## src/rtl/fir_pkg.sv

```systemverilog
// Shared constants and round/saturate helper for the FIR output stages.
package fir_pkg;

  localparam int unsigned DEF_IN_W  = 16;
  localparam int unsigned DEF_OUT_W = 8;
  localparam int          SAT_MAX   = (2 ** (DEF_OUT_W - 1)) - 1;
  localparam int          SAT_MIN   = -(2 ** (DEF_OUT_W - 1));

  // Wide enough that adding the rounding constant never overflows.
  localparam int unsigned CALC_W = 32;

  typedef struct packed {
    logic                     sat;
    logic signed [CALC_W-1:0] val;
  } rs_res_t;

  // Round half up, shift right arithmetically, then clamp to out_w signed bits.
  function automatic rs_res_t round_sat(input logic signed [CALC_W-1:0] x,
                                        input int unsigned shift,
                                        input int unsigned out_w);
    logic signed [CALC_W-1:0] t;
    logic signed [CALC_W-1:0] r;
    logic signed [CALC_W-1:0] hi;
    logic signed [CALC_W-1:0] lo;
    rs_res_t                  res;
    t  = x + (32'sd1 <<< (shift - 32'd1));
    r  = t >>> shift;
    hi = (32'sd1 <<< (out_w - 32'd1)) - 32'sd1;
    lo = -hi - 32'sd1;
    res.sat = 1'b0;
    res.val = r;
    if (r > hi) begin
      res.sat = 1'b1;
      res.val = hi;
    end else if (r < lo) begin
      res.sat = 1'b1;
      res.val = lo;
    end
    return res;
  endfunction

endpackage

```

## src/rtl/fir_out_stage_if.sv

```systemverilog
// Producer/consumer signal bundle of fir_out_stage.
interface fir_out_stage_if
  import fir_pkg::*;
#(
  parameter int unsigned IN_W  = DEF_IN_W,
  parameter int unsigned OUT_W = DEF_OUT_W,
  parameter int unsigned DEPTH = 4
);
  localparam int unsigned LVL_W = $clog2(DEPTH) + 1;

  logic                    in_valid;
  logic signed [IN_W-1:0]  in_data;
  logic                    out_valid;
  logic                    out_ready;
  logic signed [OUT_W-1:0] out_data;
  logic [LVL_W-1:0]        level;
  logic                    sat_flag;
  logic                    ovf_flag;
  logic                    clr_flags;

  modport master (
    output in_valid, in_data, out_ready, clr_flags,
    input  out_valid, out_data, level, sat_flag, ovf_flag
  );

  modport slave (
    input  in_valid, in_data, out_ready, clr_flags,
    output out_valid, out_data, level, sat_flag, ovf_flag
  );
endinterface

```

## src/rtl/fir_out_fifo.sv

```systemverilog
// Circular-buffer FIFO; a push while full is only honoured alongside a pop.
module fir_out_fifo #(
  parameter  int unsigned DEPTH = 4,
  parameter  int unsigned W     = 8,
  localparam int unsigned AW    = $clog2(DEPTH),
  localparam int unsigned LVL_W = AW + 1
) (
  input  logic             clk,
  input  logic             rst,
  input  logic             push,
  input  logic [W-1:0]     wdata,
  input  logic             pop,
  output logic [W-1:0]     rdata,
  output logic             full,
  output logic             empty,
  output logic [LVL_W-1:0] level
);

  logic [W-1:0]     mem [DEPTH];
  logic [AW-1:0]    wr_ptr;
  logic [AW-1:0]    rd_ptr;
  logic [LVL_W-1:0] count;
  logic             do_pop;
  logic             do_push;

  assign full    = (count == LVL_W'(DEPTH));
  assign empty   = (count == '0);
  assign do_pop  = pop && !empty;
  assign do_push = push && (!full || do_pop);
  assign rdata   = mem[rd_ptr];
  assign level   = count;

  always_ff @(posedge clk) begin
    if (do_push) mem[wr_ptr] <= wdata;
  end

  // Pointers wrap naturally because DEPTH is a power of two.
  always_ff @(posedge clk or posedge rst) begin
    if (rst) begin
      wr_ptr <= '0;
      rd_ptr <= '0;
      count  <= '0;
    end else begin
      if (do_push) wr_ptr <= wr_ptr + AW'(1);
      if (do_pop)  rd_ptr <= rd_ptr + AW'(1);
      if (do_push && !do_pop)      count <= count + LVL_W'(1);
      else if (do_pop && !do_push) count <= count - LVL_W'(1);
    end
  end

endmodule

```

## src/rtl/fir_out_stage.sv

```systemverilog
// Rescales, decimates and buffers FIR results for a valid/ready consumer.
module fir_out_stage
  import fir_pkg::*;
#(
  parameter int unsigned IN_W  = DEF_IN_W,
  parameter int unsigned OUT_W = DEF_OUT_W,
  parameter int unsigned SHIFT = 7,
  parameter int unsigned DECIM = 2,
  parameter int unsigned DEPTH = 4
) (
  input  logic           clk,
  input  logic           rst,
  fir_out_stage_if.slave bus
);

  localparam int unsigned LVL_W = $clog2(DEPTH) + 1;
  localparam int unsigned CNT_W = (DECIM > 1) ? $clog2(DECIM) : 1;

  logic [CNT_W-1:0] dec_cnt;
  logic             keep;
  rs_res_t          cond;
  logic             unused_hi;
  logic             stg_vld;
  logic [OUT_W-1:0] stg_data;
  logic             sat_q;
  logic             ovf_q;
  logic             fifo_full;
  logic             fifo_empty;
  logic [OUT_W-1:0] head;
  logic [LVL_W-1:0] fifo_level;
  logic             pop;
  logic             push;
  logic             drop;

  assign keep      = bus.in_valid && (dec_cnt == '0);
  assign cond      = round_sat(CALC_W'(bus.in_data), SHIFT, OUT_W);
  assign unused_hi = ^cond.val[CALC_W-1:OUT_W];

  always_ff @(posedge clk or posedge rst) begin
    if (rst) begin
      dec_cnt <= '0;
    end else if (bus.in_valid) begin
      dec_cnt <= (dec_cnt == CNT_W'(DECIM - 1)) ? '0 : dec_cnt + CNT_W'(1);
    end
  end

  // Stage register: the conditioned sample enters the FIFO one edge later.
  always_ff @(posedge clk or posedge rst) begin
    if (rst) begin
      stg_vld  <= 1'b0;
      stg_data <= '0;
    end else begin
      stg_vld <= keep;
      if (keep) stg_data <= cond.val[OUT_W-1:0];
    end
  end

  // The FIR cannot stall: a full FIFO without a concurrent pop drops the sample.
  assign pop  = !fifo_empty && bus.out_ready;
  assign push = stg_vld && (!fifo_full || pop);
  assign drop = stg_vld && fifo_full && !pop;

  always_ff @(posedge clk or posedge rst) begin
    if (rst) begin
      sat_q <= 1'b0;
      ovf_q <= 1'b0;
    end else begin
      if (keep && cond.sat)  sat_q <= 1'b1;
      else if (bus.clr_flags) sat_q <= 1'b0;
      if (drop)               ovf_q <= 1'b1;
      else if (bus.clr_flags) ovf_q <= 1'b0;
    end
  end

  fir_out_fifo #(
    .DEPTH (DEPTH),
    .W     (OUT_W)
  ) u_fifo (
    .clk   (clk),
    .rst   (rst),
    .push  (push),
    .wdata (stg_data),
    .pop   (pop),
    .rdata (head),
    .full  (fifo_full),
    .empty (fifo_empty),
    .level (fifo_level)
  );

  assign bus.out_valid = !fifo_empty;
  assign bus.out_data  = fifo_empty ? '0 : head;
  assign bus.level     = fifo_level;
  assign bus.sat_flag  = sat_q;
  assign bus.ovf_flag  = ovf_q;

endmodule

```

## src/flat_wrapper.sv

```systemverilog
// flat-port wrapper written by rule: the top's interface ports become plain ports
module fir_out_stage_flat import fir_pkg::*;
#(
  parameter int unsigned IN_W  = DEF_IN_W,
  parameter int unsigned OUT_W = DEF_OUT_W,
  parameter int unsigned SHIFT = 7,
  parameter int unsigned DECIM = 2,
  parameter int unsigned DEPTH = 4
)
  (clk, rst, bus_in_valid, bus_in_data, bus_out_ready, bus_clr_flags, bus_out_valid, bus_out_data, bus_level, bus_sat_flag, bus_ovf_flag);
  fir_out_stage_if #(.IN_W(IN_W), .OUT_W(OUT_W), .DEPTH(DEPTH)) bus_i ();
  input  logic clk;
  input  logic rst;
  input wire logic [$bits(bus_i.in_valid)-1:0] bus_in_valid;
  input wire logic [$bits(bus_i.in_data)-1:0] bus_in_data;
  input wire logic [$bits(bus_i.out_ready)-1:0] bus_out_ready;
  input wire logic [$bits(bus_i.clr_flags)-1:0] bus_clr_flags;
  output wire logic [$bits(bus_i.out_valid)-1:0] bus_out_valid;
  output wire logic [$bits(bus_i.out_data)-1:0] bus_out_data;
  output wire logic [$bits(bus_i.level)-1:0] bus_level;
  output wire logic [$bits(bus_i.sat_flag)-1:0] bus_sat_flag;
  output wire logic [$bits(bus_i.ovf_flag)-1:0] bus_ovf_flag;
  assign bus_i.in_valid = bus_in_valid;
  assign bus_i.in_data = bus_in_data;
  assign bus_i.out_ready = bus_out_ready;
  assign bus_i.clr_flags = bus_clr_flags;
  assign bus_out_valid = bus_i.out_valid;
  assign bus_out_data = bus_i.out_data;
  assign bus_level = bus_i.level;
  assign bus_sat_flag = bus_i.sat_flag;
  assign bus_ovf_flag = bus_i.ovf_flag;
  fir_out_stage #(.IN_W(IN_W), .OUT_W(OUT_W), .SHIFT(SHIFT), .DECIM(DECIM), .DEPTH(DEPTH)) u_core (.clk(clk), .rst(rst), .bus(bus_i));
endmodule
```

## config.mk

```make
export PLATFORM = sky130hd
export DESIGN_NAME = fir_out_stage_flat
export DESIGN_NICKNAME = d
export VERILOG_FILES = /design/src/rtl/fir_pkg.sv /design/src/rtl/fir_out_stage_if.sv /design/src/rtl/fir_out_fifo.sv /design/src/rtl/fir_out_stage.sv /design/src/flat_wrapper.sv
export SDC_FILE = /design/constraint.sdc
export NUM_CORES = 1
export LEC_CHECK = 0
export CORE_MARGIN = 3
export CORE_UTILIZATION = 30
export CTS_BUF_LIST = sky130_fd_sc_hd__clkbuf_16
export DETAILED_ROUTE_END_ITERATION = 7
export PLACE_DENSITY = 0.6
export SYNTH_ARGS = -nofsm -noshare
export SYNTH_HDL_FRONTEND = slang
export SYNTH_SLANG_ARGS = --single-unit
```

## constraint.sdc

```tcl
create_clock -name clk -period 2.5 [get_ports clk]
set_input_delay 0.5 -clock clk [delete_from_list [all_inputs] [get_ports clk]]
set_output_delay 0.5 -clock clk [all_outputs]
set_load 0.02 [all_outputs]
```

; ---- Yosys cells after proc, flatten, opt, wreduce, memory -nomap -nowiden
; Memory sizes are Yosys's and may differ from the RTL's.
; Cells that the tools add are included.
; Widths: inputs -> output; s select.
[op_classes]
n_mux = 11
eq_ne = 1
bitwise_logic = 1
n_lt_le_gt_ge = 2
n_addsub = 6
n_reduce_logical = 21
[ops]
columns = op, count
row1 = $mux 33, 2
row2 = $add 16x8->17 const B, 1
row3 = $gt 10x8->1 const B, 1
row4 = $logic_and 1x1->1, 10
row5 = $lt 10x8->1 const B, 1
row6 = $mux 8, 1
row7 = $mux 1, 6
row8 = $mux 3, 2
row9 = $reduce_bool 2->1, 3
row10 = $logic_not 1->1, 5
row11 = $add 2x1->2 const B, 2
row12 = $add 3x1->3 const B, 1
row13 = $eq 3x3->1 const B, 1
row14 = $logic_not 3->1, 1
row15 = $sub 3x1->3 const B, 1
row16 = $logic_or 1x1->1, 2
row17 = $add 1x1->1 const B, 1
row18 = $not 1->1, 1
[totals]
elab_cells = 51
reg_bits = 19
mem_bits_rw = 32
memories = 1
[memory_table]
columns = memory, words, word_bits, read_ports, rd_ports_with_merged_regs, write_ports, line
row1 = u_core.u_fifo.mem, 4, 8, 1, 0, 1, fir_out_fifo.sv:19  ; logic [W-1:0] mem [DEPTH];

; ---- Logic depth before layout (Yosys ltp)
; Gate-level depths: netlist (run 1).
[depth]
depth_word = 10
ltp_mapped = 9
mapped_depth_nobuf = 8

; ---- Modules after synthesis
; Synthesis (run 1) repeated with hierarchy kept, for this count alone.
[unflattened]
cells_unflattened = 167
area_unflattened_um2 = 2369.8
[by_module_without_submodules]
columns = module, cells_each, area_each_um2, instances
row1 = fir_out_fifo, 78, 1595.3, 1
row2 = fir_out_stage, 89, 774.5, 1

; ---- Worst setup path before layout (run 1)
; No wires, ideal clock.
[synth_path]
path_type = flip-flop to flip-flop
from = reg u_core.u_fifo.count[0] (netlist: u_core.u_fifo.level[0])
to = reg u_core.u_fifo.count[1] (netlist: u_core.u_fifo.level[1])
synth_period_minus_slack_ns = 2.139
n_path_buf = 1
stages_incl_launch_ff = 8
arrival_ns = 2.015
path_slack_ns = 0.361
required_time_ns = 2.375
cell_sequence = dfrtp_1 -> nor4b_1 -> nor2b_1 -> clkbuf_1 -> ha_1 -> inv_1 -> fa_1 -> mux2_2
[synth_via]
elab_chain_cells = 9
elab_cells_between_ends = 19
classes_between = 2 x add/sub / 1 x eq/ne / 2 x mux / 14 x reduce/logical
[synth_lines]
columns = element, line
row1 = start: declaration, fir_out_fifo.sv:22  ; logic [LVL_W-1:0] count;
row2 = start signal: assignment, fir_out_fifo.sv:46  ; if (do_push && !do_pop) count <= count + LVL_W'(1);
row3 = start signal: assignment, fir_out_fifo.sv:47  ; else if (do_pop && !do_push) count <= count - LVL_W'(1);
row4 = $logic_not 3->1, fir_out_fifo.sv:27  ; assign empty = (count == '0);
row5 = $logic_not 1->1, "fir_out_fifo.sv:28, fir_out_stage.sv:59"
row6 = $logic_and 1x1->1, fir_out_stage.sv:59  ; assign pop = !fifo_empty && bus.out_ready;
row7 = $logic_or 1x1->1 / $logic_and 1x1->1 (equally long branches), "fir_out_stage.sv:60, fir_out_fifo.sv:28"
row8 = $logic_and 1x1->1 / $logic_or 1x1->1 (equally long branches), "fir_out_stage.sv:60, fir_out_fifo.sv:29"
row9 = $logic_and 1x1->1 (*), fir_out_fifo.sv:29  ; assign do_push = push && (!full || do_pop);
row10 = named net u_core.u_fifo.do_push, fir_out_fifo.sv:24  ; logic do_push;
row11 = $logic_not 1->1, fir_out_fifo.sv:47
row12 = $logic_and 1x1->1, fir_out_fifo.sv:47
row13 = $reduce_bool 2->1 (no source line), -
; The timed path passes the listed nets; every way through them passes the cells marked *. The select of a mux whose other input is x is not followed.
; A chain may end at the register's enable or synchronous reset.

; ---- Worst setup path in the final report (run 1)
[layout_path]
from = in bus_out_ready
to = reg u_core.u_fifo.count[1] (netlist: u_core.u_fifo.level[1])
[layout_via]
elab_chain_cells = 7
elab_cells_between_ends = 12
classes_between = 1 x mux / 11 x reduce/logical
[layout_lines]
columns = element, line
row1 = start: declaration, flat_wrapper.sv:16  ; input wire logic [$bits(bus_i.out_ready)-1:0] bus_out_ready;
row2 = $logic_and 1x1->1 (*), fir_out_stage.sv:59
row3 = $logic_or 1x1->1 / $logic_and 1x1->1 (equally long branches), "fir_out_stage.sv:60, fir_out_fifo.sv:28"
row4 = $logic_and 1x1->1 / $logic_or 1x1->1 (equally long branches), "fir_out_stage.sv:60, fir_out_fifo.sv:29"
row5 = $logic_and 1x1->1, fir_out_fifo.sv:29
row6 = $logic_not 1->1, fir_out_fifo.sv:47
row7 = $logic_and 1x1->1, fir_out_fifo.sv:47
row8 = $reduce_bool 2->1 (no source line), -
; Mark *: on every way between the ends. The rest lies on a longest branch, timed or not.

==> results.py, run 1 <==
metrics = {
    "grt": {
        "use_met1_pct": 12.4,
        "grt_use_met2_pct": 15.9,
        "grt_pass1_wl_microns": 6580,
        "gr-max-usage-layer": "met2",
        "grt_max_degree": 20,
        "grt_pass1_vias": 1382,
        "overflow": 0,
        "grt_antenna_before_repair": 0,
        "grt_use_met3_pct": 3.22,
        "grt.total_usage_pct": 10.1,
    },
    "synth": {
        "syn-instance-count": 162,
        "synth.avg_cell_area_sq_um": 14.2,
        "syn-num-nets": 190,
        "ys_seq_area_share_pct": 62.5,
        "syn_area_sq_mm": 0.00230,
        "ys_types": 32,
        "yosys_warnings": 0,
        "synth-edff-count": 32,
        "async_flop_share_pct": 37.3,
        "ys_ff_latch": 51,
        "ys_dominant_reg_cell": "edfxtp_1",
    },
    "drt": {
        "dr.pass1.iters": 6,
        "vias": 1344,
        "drt_wl_total_microns": 3890,
        "drt_iter0_drc": 30,
        "drc_errors": 0,
        "vias_per_cell": 4.47,
        "ant_nets": 0,
        "post_drt_wl_per_cell_microns": 12.9,
    },
    "clocking": {
        "worstSkewPairLatency_ns": 0.29,
        "cts_tree": "built",
        "cts_buffers": 5,
        "clk_path_buf_depth": 2,
        "path_clk_slew_ns": 0.06,
        "cts.htree.levels": 2,
        "cts-root-buf": "clkbuf_16",
        "cts_num_sinks": 51,
        "holdBufCountCts": 0,
        "post-cts-setup-buffer-count": 0,
    },
    "setup_path": {
        "rr_endpoint": "u_core.u_fifo.level[1]",
        "critPathRequiredTime_ns": 2.67,
        "timing.rr.start": "u_core.u_fifo.level[0]",
        "crit_type": "input port to register",
        "arrival_ns": 2.50,
        "r2r_cells": 6,
        "reg2reg_slack_ns": 0.35,
        "cp_max_fo": 3,
        "start_kind": "input port",
        "cp-end-kind": "register",
    },
    "layout": {
        "nFillCells": 685,
        "multi_input_area_sq_um": 803,
        "final_common_cell": "edfxtp_1",
        "final_layout_size_suffix_gt1_share_pct": 16.8,
        "seqCellArea_sq_mm": 0.00144,
        "layout_common_cells": "edfxtp_1, clkdlybuf4s50_1, dfrtp_1, nand2_1, and2_1",
        "nNetsFinal": 229,
        "diodes": 0,
        "area.growth.synth_to_final_pct": 27.9,
    },
    "floorplanning": {
        "io_pins": 35,
        "start_util_pct": 31.3,
        "num_rows": 31,
        "coreArea_sq_mm": 0.00733,
        "die_y_microns": 93.5,
        "die_w_microns": 93.5,
        "die-area_sq_mm": 0.00874,
    },
    "sta": {
        "timing.final.hold_violations": 0,
        "rsz0062_at_grt": "false",
        "clock_skew_ns": 0.00517,
        "fin_setup_tns_ns": 0,
        "final.min_clock_period_ns": 2.33,
        "slew_violations": 0,
        "max_freq_ghz": 0.429,
        "whs_ns": 0.457,
        "slew_headroom_pct": 51.7,
        "finalCritPeriodShare_pct": 93.2,
        "setup_viol": 0,
        "worstMarginPinSlew_ns": 0.723,
    },
    "status": {
        "status": "complete, no violations",
    },
    "placed_design": {
        "dpl.hpwl_microns": 2870,
        "gp_congestion": 0.843,
        "portBuffers": 28,
    },
    "hold_path": {
        "hold_depth": 1,
        "hold_path.startpoint": "u_core.dec_cnt",
        "min_to": "u_core.dec_cnt",
        "worstHoldPathType": "register to register",
    },
    "power": {
        "p_per_area_mw_per_mm2": 1150,
        "ir_drop_uv": 320,
        "leakage_nw": 1.13,
        "total_power_mw": 3.38,
    },
    "job": {
        "cap_violations": 0,
    },
}
[routing by layer]
layer,wire length (microns),vias up
li1,-,664
met1,1760,640
met2,1840,34
met3,216,6
met4,72,0
met5,0,-
[worst max-delay path, stage by stage]
cell	delay [ns]
clkdlybuf4s50_1	0.45
nor4b_1	0.44
nor2b_1	0.13
ha_1	0.22
inv_1	0.07
fa_1	0.41
mux2_2	0.27
[how the worst max path moves through the flow]
stage	slack, ns	end	startpoint
finish	0.17	u_core.u_fifo.level[1]	bus_out_ready
global route	0.09	u_core.u_fifo.level[1]	bus_out_ready
CTS	0.16	u_core.u_fifo.level[1]	bus_out_ready
detailed placement	-0.14	u_core.u_fifo.level[1]	bus_out_ready
global placement	0.02	u_core.u_fifo.level[1]	bus_out_ready
floorplan	0.36	u_core.u_fifo.level[1]	u_core.u_fifo.level[0]
[metrics by stage]
stage	instances	setup WS [ns]	cell area, sq um	utilization, %
after floorplan	162	0.361	2300	-
after global placement	293	0.0212	2750	37.5
after detailed placement	293	-0.137	2750	37.5
after CTS	301	0.157	2940	40.1
after global routing	301	0.0911	2940	40.1
final	301	0.170	2940	40.1
[cell type report]
cell class              instances  area share [%]
clock buffers                   5            4.26
clock inverters                 3            2.17
inverters                      10            1.28
multi-input cells              95            27.3
flip-flops and latches         51            48.9
well taps                      99            4.21
repair buffers                 38            11.9
[kinds of logic (layout without fill, tap and decap cells)]
group	after synthesis	after routing	synth area share, %
compound gates	24	24	7.35
fa+ha+maj	7	7	4.14
simple gates	42	42	9.97
buf+inv	16	56	2.72
mux	9	9	8.33
xor+xnor	13	13	4.96
flops	51	51	62.5
[sequential cells by signal, summed over array words and instances (netlist names)]
signal,flops
u_core.dec_cnt,1
u_core.u_fifo.level,3
u_core.stg_data,8
u_core.stg_vld,1
u_core.u_fifo.wr_ptr,2
u_core.u_fifo.mem,32
u_core.bus.sat_flag,1
u_core.u_fifo.rd_ptr,2
u_core.bus.ovf_flag,1
[power by group]
part / switching [mW] / internal [mW] / total, mW
sequential: 0.193 / 1.21 / 1.40
clock: 0.277 / 0.569 / 0.846
combinational: 0.557 / 0.574 / 1.13
total: 1.03 / 2.35 / 3.38
[Yosys cell counts, types with 5 or more instances]
cell | instances | area [sq um]
edfxtp_1 | 32 | 961
and2_1 | 12 | 75.1
ha_1 | 6 | 75.1
xnor2_1 | 7 | 61.3
xor2_1 | 6 | 52.6
mux4_2 | 8 | 180
dfrtp_1 | 19 | 475
nand3_1 | 5 | 25.0
o21ai_1 | 6 | 30.0
nor2_1 | 5 | 18.8
a21oi_1 | 7 | 35.0
inv_1 | 10 | 37.5
nand2_1 | 12 | 45.0
[what timing repair did]
item / CTS / global route
hold endpoints to repair: 0 / 0
endpoints found under the setup margin: 8 / 0
gates resized for setup: 10 / 0
Power figures use the tool's default switching activity.
==> inputs of run 2 (changes only) <==
--- a/config.mk
+++ b/config.mk
@@ -12,4 +12,5 @@
 export PLACE_DENSITY = 0.6
 export SYNTH_ARGS = -nofsm -noshare
 export SYNTH_HDL_FRONTEND = slang
+export SYNTH_HIERARCHICAL = 1
 export SYNTH_SLANG_ARGS = --single-unit
==> results.py, run 2 <==
metrics = {
    "status": {
        "status": "complete, no violations",
    },
    "synth": {
        "synth_top_family_by_area": "simple AND/OR/NAND/NOR gates",
        "ys_types": 44,
        "synth.area.mux_share_pct": 8.71,
        "synth-compound-area-share_pct": 9.08,
        "yosys.area.top_type": "edfxtp_1",
        "synthAdderAreaFrac_pct": 4.01,
        "syn-instance-count": 167,
        "synth_simple_gate_area_share_pct": 11.0,
        "yosys-top-cells-count": "edfxtp_1, dfrtp_1, inv_1",
        "synth_xor_area_share_pct": 3.70,
        "synthTopCellsByArea": "edfxtp_1, dfrtp_1, mux4_2, ha_1, nor2b_1",
        "ys_seq_area_share_pct": 60.6,
        "syn-num-nets": 195,
        "ys_dominant_reg_cell": "edfxtp_1",
        "ys_ff_latch": 51,
        "yosys_warnings": 6,
        "syn_area_sq_mm": 0.00237,
        "async_flop_share_pct": 37.3,
        "yosysMostFrequentCell": "edfxtp_1",
        "synth.top_cell.area_share_pct": 40.5,
        "synth-edff-count": 32,
        "synth.avg_cell_area_sq_um": 14.2,
    },
    "setup_path": {
        "timing.rr.start": "u_core/u_fifo/level[1]",
        "start_kind": "register",
        "critPathRequiredTime_ns": 2.00,
        "crit_type": "register to primary output",
        "arrival_ns": 1.76,
        "reg2reg_slack_ns": 0.32,
        "cp-end-kind": "primary output",
        "cp-endpoint": "bus_out_data[1]",
        "rr_endpoint": "u_core/u_fifo/level[2]",
        "cp_max_fo": 10,
        "critPathLaunch": "u_core/u_fifo/rd_ptr[0]",
        "r2r_cells": 11,
    },
    "clocking": {
        "worstSkewPairLatency_ns": 0.28,
        "cts_num_sinks": 51,
        "clk_path_buf_depth": 2,
        "path_clk_slew_ns": 0.07,
        "post-cts-setup-buffer-count": 0,
        "cts_buffers": 5,
        "holdBufCountCts": 0,
        "cts-root-buf": "clkbuf_16",
        "cts_tree": "built",
        "cts.htree.levels": 2,
    },
    "drt": {
        "post_drt_wl_per_cell_microns": 13.4,
        "drc_errors": 0,
        "vias": 1369,
        "ant_nets": 0,
        "dr.pass1.iters": 4,
        "drt_wl_total_microns": 4090,
        "vias_per_cell": 4.49,
        "drt_iter0_drc": 69,
    },
    "layout": {
        "largest_reg_flops": 32,
        "finalNonFillerCells": 305,
        "final_common_cell": "edfxtp_1",
        "layout_common_cells": "edfxtp_1, clkdlybuf4s50_1, dfrtp_1, inv_1, nor2b_1",
        "area.growth.synth_to_final_pct": 26.2,
        "final_layout_size_suffix_gt1_share_pct": 18.0,
        "nFillCells": 714,
        "diodes": 0,
        "nNetsFinal": 233,
        "top_register": "u_core/u_fifo/mem",
    },
    "power": {
        "p_per_area_mw_per_mm2": 1130,
        "leakage_nw": 1.16,
        "ir_drop_uv": 401,
    },
    "floorplanning": {
        "start_util_pct": 31.8,
        "die_y_microns": 94.9,
        "die-area_sq_mm": 0.00900,
        "io_pins": 35,
        "coreArea_sq_mm": 0.00745,
        "num_rows": 31,
        "die_w_microns": 94.9,
    },
    "placed_design": {
        "portBuffers": 28,
        "dpl.hpwl_microns": 3010,
        "gp_congestion": 0.819,
        "dpl.cell_count": 297,
    },
    "sta": {
        "slew_headroom_pct": 67.3,
        "fin_setup_tns_ns": 0,
        "max_freq_ghz": 0.442,
        "rsz0062_at_grt": "false",
        "finalCritPeriodShare_pct": 90.6,
        "clock_skew_ns": 0.00269,
        "worstMarginPinSlew_ns": 0.489,
        "slew_violations": 0,
        "timing.final.hold_violations": 0,
        "final.min_clock_period_ns": 2.26,
        "setup_viol": 0,
    },
    "grt": {
        "overflow": 0,
        "grt_max_degree": 19,
        "grt.total_usage_pct": 10.2,
        "grt_antenna_before_repair": 0,
        "grt_pass1_wl_microns": 7040,
        "grt_pass1_vias": 1421,
    },
    "job": {
        "cap_violations": 0,
    },
    "hold_path": {
        "worstHoldPathType": "register to register",
    },
}
[run 2: changes by cell type after synthesis, sizes merged, moves of 3 or more]
cell    previous run  this run
o21ai             12         3
nor2b              1         9
and2              12         5
nand2             12         7
nor3               0         5
a21oi              7         3
inv               10        14
o21a               0         3
o311ai             0         3
[run 2: through the flow]
stage          hold WS (ns)  cell area (sq um)  util, %  setup slack (ns)  total power [mW]
2_1_floorplan         0.303               2380        -            0.0156              2.26
3_3_place_gp          0.446               2830     38.0           0.00104              2.78
3_5_place_dp          0.449               2830     38.0           -0.0241              2.80
4_1_cts               0.462               2980     40.0           0.00137              3.46
5_1_grt               0.506               2990     40.2             0.125              3.63
6_report              0.461               2990     40.2             0.236              3.39
[run 2: repair_timing]
action	CTS	global route
endpoints found under the hold margin	0	0
gates resized for setup	3	5
endpoints found under the setup margin	3	5
[run 2: layer usage]
layer  vias to the layer above  track usage (%)  routed length (microns)
met4                         0             3.25                       23
li1                        700                -                        -
met5                         -                0                        0
met3                         2             1.99                      106
met1                       644             13.9                     2000
met2                        23             16.5                     1960
[run 2: layout make-up]
type,count,area (sq um),share of cell area (%)
Timing Repair Buffer,34,347,11.6
Multi-Input combinational cell,98,876,29.3
Clock buffer,5,125,4.18
Inverter,15,56.3,1.88
Clock inverter,3,26.3,0.878
Sequential cell,51,1440,48.1
Tap cell,99,124,4.14
[run 2: report_power, final]
group          internal, mW  switching [mW]  total [mW]
clock                 0.379           0.294       0.673
sequential             1.21           0.224        1.44
combinational         0.679           0.602        1.28
[run 2: cells by family after synthesis]
group | count (synthesis)
compound gates | 26
xor+xnor | 10
fa+ha+maj | 7
buf+inv | 18
flops | 51
mux | 10
simple gates | 45
[run 2: worst min-delay path by stage]
stage                     slack, ns           start                     end  cells past startpoint
after global routing           0.51  u_core/dec_cnt          u_core/dec_cnt                      1
final                          0.46  u_core/dec_cnt          u_core/dec_cnt                      1
after detailed placement       0.45  u_core/dec_cnt          u_core/dec_cnt                      1
after floorplan                0.30             rst  u_core/u_fifo/level[1]                      1
after CTS                      0.46  u_core/dec_cnt          u_core/dec_cnt                      1
after global placement         0.45  u_core/dec_cnt          u_core/dec_cnt                      1
[run 2: critical path, cell delays in order, from the launching register on]
cell	delay, ns
dfrtp_1	0.37
buf_12	0.15
mux4_2	0.50
nor2b_1	0.14
dlygate4sd2_1	0.32
